[src/rtl/sensor_pkg.sv]
// Shared constants and types for the box-sensor front end.
package sensor_pkg;

  localparam int MAX_CH = 15;

  localparam logic [6:0] HEX_BLANK = 7'b1111111;
  localparam logic [6:0] HEX_ZERO  = 7'b1000000;

  typedef logic [3:0] box_addr_t;

endpackage

[src/rtl/hex_decoder.sv]
// Active-low seven-segment decoder (segment order gfedcba) for one hex digit.
module hex_decoder
  import sensor_pkg::*;
(
  input  logic [3:0] digit,
  output logic [6:0] seg
);

  always_comb begin
    seg = HEX_BLANK;
    case (digit)
      4'h0: seg = HEX_ZERO;
      4'h1: seg = 7'b1111001;
      4'h2: seg = 7'b0100100;
      4'h3: seg = 7'b0110000;
      4'h4: seg = 7'b0011001;
      4'h5: seg = 7'b0010010;
      4'h6: seg = 7'b0000010;
      4'h7: seg = 7'b1111000;
      4'h8: seg = 7'b0000000;
      4'h9: seg = 7'b0010000;
      4'hA: seg = 7'b0001000;
      4'hB: seg = 7'b0000011;
      4'hC: seg = 7'b1000110;
      4'hD: seg = 7'b0100001;
      4'hE: seg = 7'b0000110;
      4'hF: seg = 7'b0001110;
      default: seg = HEX_BLANK;
    endcase
  end

endmodule

[src/rtl/sensor_debounce.sv]
// One sensor channel: 2-flop synchroniser, debounce counter and stable level with rise pulse.
// Counter is present only when SENSOR_DEBOUNCE_EN is defined; otherwise stable follows s2.
module sensor_debounce #(
  parameter int DEBOUNCE_CYCLES = 500000
) (
  input  logic clock,
  input  logic resetn,
  input  logic raw,
  output logic level,
  output logic rise
);

  if (DEBOUNCE_CYCLES < 1) begin : g_bad_param
    $error("sensor_debounce: DEBOUNCE_CYCLES must be >= 1");
  end

  logic sync_p0;
  logic sync_p1;
  logic stable_p2;
  logic stable_p3;

  // Stage p0/p1: metastability synchroniser
  always_ff @(posedge clock or negedge resetn) begin
    if (!resetn) begin
      sync_p0 <= 1'b0;
      sync_p1 <= 1'b0;
    end else begin
      sync_p0 <= raw;
      sync_p1 <= sync_p0;
    end
  end

`ifdef SENSOR_DEBOUNCE_EN
  localparam int CNT_W = (DEBOUNCE_CYCLES > 1) ? $clog2(DEBOUNCE_CYCLES) : 1;
  localparam logic [CNT_W-1:0] CNT_LAST = CNT_W'(DEBOUNCE_CYCLES - 1);

  logic [CNT_W-1:0] cnt_p2;

  // Stage p2: accept a new level after DEBOUNCE_CYCLES consecutive differing samples
  always_ff @(posedge clock or negedge resetn) begin
    if (!resetn) begin
      cnt_p2    <= '0;
      stable_p2 <= 1'b0;
    end else if (sync_p1 == stable_p2) begin
      cnt_p2 <= '0;
    end else if (cnt_p2 == CNT_LAST) begin
      cnt_p2    <= '0;
      stable_p2 <= sync_p1;
    end else begin
      cnt_p2 <= cnt_p2 + 1'b1;
    end
  end
`else
  // Stage p2: unfiltered level
  always_ff @(posedge clock or negedge resetn) begin
    if (!resetn) stable_p2 <= 1'b0;
    else         stable_p2 <= sync_p1;
  end
`endif

  // Stage p3: previous level for edge detection
  always_ff @(posedge clock or negedge resetn) begin
    if (!resetn) stable_p3 <= 1'b0;
    else         stable_p3 <= stable_p2;
  end

  assign level = stable_p2;
  assign rise  = stable_p2 & ~stable_p3;

endmodule

[src/rtl/sensor_hit_detector.sv]
// Box-sensor front end: debounced channels, pending-hit queue with valid/ready, drop flag, HEX/LED.
// Optional macro SENSOR_DEBOUNCE_EN enables the per-channel debounce counters.
module sensor_hit_detector
  import sensor_pkg::*;
#(
  parameter  int N_CH            = 3,
  parameter  int DEBOUNCE_CYCLES = 500000,
  localparam int ADDR_W          = $clog2(N_CH + 1)
) (
  input  logic              clock,
  input  logic              resetn,
  input  logic [N_CH-1:0]   sensor_in,
  output logic              hit_valid,
  output logic [ADDR_W-1:0] hit_addr,
  input  logic              hit_ready,
  input  logic              drop_clear,
  output logic              drop,
  output logic [N_CH-1:0]   sensor_level,
  output logic [6:0]        hex_display
);

  if (N_CH < 1 || N_CH > MAX_CH) begin : g_bad_param
    $error("sensor_hit_detector: N_CH must be in 1..15");
  end

  logic [N_CH-1:0]   rise;
  logic [N_CH-1:0]   pending;
  logic [N_CH-1:0]   sel;
  logic [N_CH-1:0]   clear_vec;
  logic [ADDR_W-1:0] addr_c;
  logic              xfer;
  logic              drop_hit;
  box_addr_t         last_addr;

  for (genvar g = 0; g < N_CH; g++) begin : g_ch
    sensor_debounce #(
      .DEBOUNCE_CYCLES(DEBOUNCE_CYCLES)
    ) u_debounce (
      .clock  (clock),
      .resetn (resetn),
      .raw    (sensor_in[g]),
      .level  (sensor_level[g]),
      .rise   (rise[g])
    );
  end

  // Lowest pending index wins; address is index + 1 so 0 means "nothing".
  always_comb begin
    addr_c = '0;
    for (int i = N_CH - 1; i >= 0; i--) begin
      if (pending[i]) addr_c = ADDR_W'(i + 1);
    end
  end

  assign sel       = pending & (~pending + N_CH'(1));
  assign hit_valid = |pending;
  assign hit_addr  = addr_c;
  assign xfer      = hit_valid & hit_ready;
  assign clear_vec = xfer ? sel : '0;
  // A rise re-arms a bit that is leaving this cycle; only a still-occupied bit loses the event.
  assign drop_hit  = |(rise & pending & ~clear_vec);

  // Queue, drop and display state
  always_ff @(posedge clock or negedge resetn) begin
    if (!resetn) begin
      pending   <= '0;
      last_addr <= '0;
      drop      <= 1'b0;
    end else begin
      pending <= (pending & ~clear_vec) | rise;
      drop    <= drop_hit | (drop & ~drop_clear);
      if (xfer) last_addr <= box_addr_t'(hit_addr);
    end
  end

  hex_decoder u_hex (
    .digit (last_addr),
    .seg   (hex_display)
  );

endmodule

[config.mk]
export PLATFORM = sky130hd
export DESIGN_NAME = sensor_hit_detector
export DESIGN_NICKNAME = d
export VERILOG_FILES = /design/src/rtl/sensor_pkg.sv /design/src/rtl/hex_decoder.sv /design/src/rtl/sensor_debounce.sv /design/src/rtl/sensor_hit_detector.sv
export SDC_FILE = /design/constraint.sdc
export NUM_CORES = 1
export LEC_CHECK = 0
export CAP_MARGIN = 20
export CORE_MARGIN = 2
export CORE_UTILIZATION = 46
export DETAILED_ROUTE_END_ITERATION = 10
export GPL_TIMING_DRIVEN = 0
export PLACE_DENSITY = 0.8
export SYNTH_ARGS = -nofsm -noshare
export SYNTH_HDL_FRONTEND = slang
export SYNTH_SLANG_ARGS = --single-unit
[constraint.sdc]
create_clock -name clock -period 2.75 [get_ports clock]
set_clock_uncertainty 0.05 [all_clocks]
set_input_delay 0.4125 -clock clock [delete_from_list [all_inputs] [get_ports clock]]
set_output_delay 0.4125 -clock clock [all_outputs]
set_load 0.05 [all_outputs]
==> key figures <==
Route
  – Wire per inst: 11.12 um
  – Antenna Violating Nets Remaining: 0
  – WL final: roughly 990 um
  – DR DRC count: 0
  – Vias: between 400 and 500
  – 1st-pass router iterations: 2
  – Iter 0 DRT Violations: 4
  – Via density: approximately 4.8

Layout
  – Antenna cell count: 0
  – P&R area growth vs syn: 37.84%
  – Ratio of cells with drive above 1 in the final layout: a little under a fifth
  – Final Instance Area: between 800 and 900 um^2
  – Fillers: 99
  – Multi-input logic area: around 140 um^2
  – Reg area: 450.4 um^2
  – Nets: 82
  – Utilization after layout: between 60% and 70%

Placed design
  – Placed cell areas: between 800 and 900 um^2
  – IO buf count: 19
  – GP Congestion: about 0.75
  – Post-DP HPWL: 766.5 um

Logic synthesis
  – Post-Syn Area: ~650 um^2
  – Seq/Total Area, Yosys: between 60% and 70%
  – Ys Warns: 0
  – Syn_nets: 58
  – Most used DFF post-synth: dfrtp_1
  – Syn avg cell area: around 13 um^2
  – Most frequent cells after synthesis: dfrtp_1, buf_4, nand2_1, nand2b_1
  – Mapped Cells: slightly above 50
  – Synth area leader: dfrtp_1
  – Yosys top cell area share: a little over two thirds
  – Synth unique cells: 17
  – Top-count cell post-synth: dfrtp_1
  – Yosys reg bits: 18
  – Synth area leaders: dfrtp_1, buf_4, nand2b_1
  – Asr flop ratio synth: 100.0%
  – Number of flops mapped to enable cells by yosys: 0

Clock network
  – Hold_buf cts: 0
  – Cts bufs inserted: 3
  – Post-CTS Resized: 0
  – Later-pin clock latency in the skew report: ~0.28 ns
  – Clock Pin Slew Worst Setup and Hold Paths: ~0.1 ns
  – Postcts setup bufs: 0
  – Longest Clk Path Bufs: 2
  – Root Buffer: clkbuf_4
  – Clock Sink Count: 18
  – H-tree levels: 1
  – CTS tree: done

Worst setup path
  – Critical Path Max Stage Delay: around 0.7 ns
  – Buf/Inv on CP: 1
  – Setup crit start kind: register
  – Slowest stage cell, crit path: clkdlybuf4s50_1
  – Worst setup EP type: output port
  – Worst Path Arrival: 1.83 ns
  – Crit path cell chain: or3_4 -> clkdlybuf4s50_1
  – Crit Path Category: register to output port
  – Critical path data required time: 2.29 ns
  – Worst-path fanout max: 5
  – Largest delay share family, worst path: buffers and inverters

Global routing
  – Largest net degree at the start of global routing: 19
  – GRT Util Overall: between 10% and 20%
  – Initial antenna violation count: 0
  – First-pass GRT wire length: between 1.5 and 2 mm
  – Vias in the first global route: between 300 and 400
  – Grt ovf: 0

Run status
  – Status: completed

Power and ir drop
  – Max rail drop VDD: 0.3727 mV
  – Pleak: just over 0.4 nW
  – PwrDens: 732.7 nW/um^2

STA
  – Max frequency: roughly 0.44 GHz
  – Final period util: between 80 and 90%
  – Final Hold Fails: 0
  – Slew Viols, Final: 0
  – TNS Setup: 0 ns
  – Minimum clock period after layout: approximately 2.3 ns
  – RSZ-0062 raised after global routing: false
  – Worst slew margin: approximately half
  – Worst slew pin tran: roughly 0.75 ns
  – Endpoints failing setup: 0

Hold path
  – Hold Crit Class: register to register

Floorplanning
  – Die ar.: around 1700 um^2
  – Core Box Area: 1301 um^2
  – Site Rows: 13
  – I/O Pins: 21
  – Width of the die: 41.54 um
  – Die height: between 40 and 50 um
  – Initial Util: between 40% and 50%

Flow run
  – Maxcap violations: 0
==> worst register-to-register path: cells and delay by family (launching register included) <==
kind	cells	cell delay, ns
DFF	1	0.44
AOI/OAI and AO/OA	2	0.40
and+or+nand+nor	1	0.17
==> cell families after synthesis <==
group                  after synthesis  share of synthesized area, %
and+or+nand+nor                     14                         11.58
AOI/OAI and AO/OA                    8                         9.074
other                                1                        0.5786
DFF                                 18                         69.50
buffers and inverters               10                         9.265
==> registers in the layout (all words and copies together), names as in the netlist <==
signal                     count
g_ch.u_debounce.sync_p0        3
g_ch.u_debounce.sync_p1        3
pending                        3
last_addr                      2
g_ch.u_debounce.level          3
drop                           1
g_ch.u_debounce.stable_p3      3
==> path summary, 6_finish.rpt <==
kind | slack (ns) | depth (start not counted) | start | to
max | 0.46 | 2 | pending[0] | hit_valid
min | 0.31 | 0 | g_ch[1].u_debounce.sync_p0 | g_ch[1].u_debounce.sync_p1
max reg2reg | 1.57 | 3 | pending[0] | drop
min reg2reg | 0.31 | 0 | g_ch[1].u_debounce.sync_p0 | g_ch[1].u_debounce.sync_p1
max in group asynchronous | 1.67 | 1 | resetn | g_ch[0].u_debounce.stable_p3
min in group asynchronous | 0.51 | 1 | resetn | g_ch[0].u_debounce.sync_p0
==> layout by cell type, fill, tap and decap left out, types with 3 or more instances in the layout <==
master / count
clkbuf_4: 3
o21ai_0: 3
clkdlybuf4s50_1: 19
inv_1: 3
buf_4: 6
dfrtp_1: 18
nand2b_1: 4
nand2_1: 4
nor2_1: 3
==> per-stage QoR <==
step,setup WS [ns],hold WS (ns),power [mW],cells
floorplan,0.7242,0.06691,0.4368,51
finish,0.4624,0.3109,0.6546,89
detailed placement,0.7824,0.2913,0.5051,85
global placement,0.7859,0.2840,0.5014,85
global route,0.3756,0.3270,0.6934,89
CTS,0.4494,0.3144,0.6644,89
==> power breakdown <==
group          leakage [nW]  switching, mW  internal, mW
clock network        0.0210         0.0760        0.0805
logic                 0.180          0.122        0.0724
registers             0.209         0.0170         0.286
total                 0.409          0.215         0.439
==> cell type report <==
| class | count | share of cell area [%] |
|---|---|---|
| plain buffers | 6 | 5.042 |
| clock buffers | 4 | 4.062 |
| inverters | 4 | 1.681 |
| multi-input cells | 23 | 15.41 |
| flip-flops and latches | 18 | 50.42 |
| well taps | 15 | 2.101 |
| repair buffers | 19 | 21.29 |
==> per-layer routing <==
metal / part of all wire, % / GRT usage [%] / routed length, um
met1: 43 / 15.20 / 426
met2: 50 / 21.25 / 497
met3: 6.2 / 4.348 / 61
met4: 0.61 / 7.742 / 6
met5: 0 / 0 / 0
Note: power is estimated with default switching activity, not from simulation.
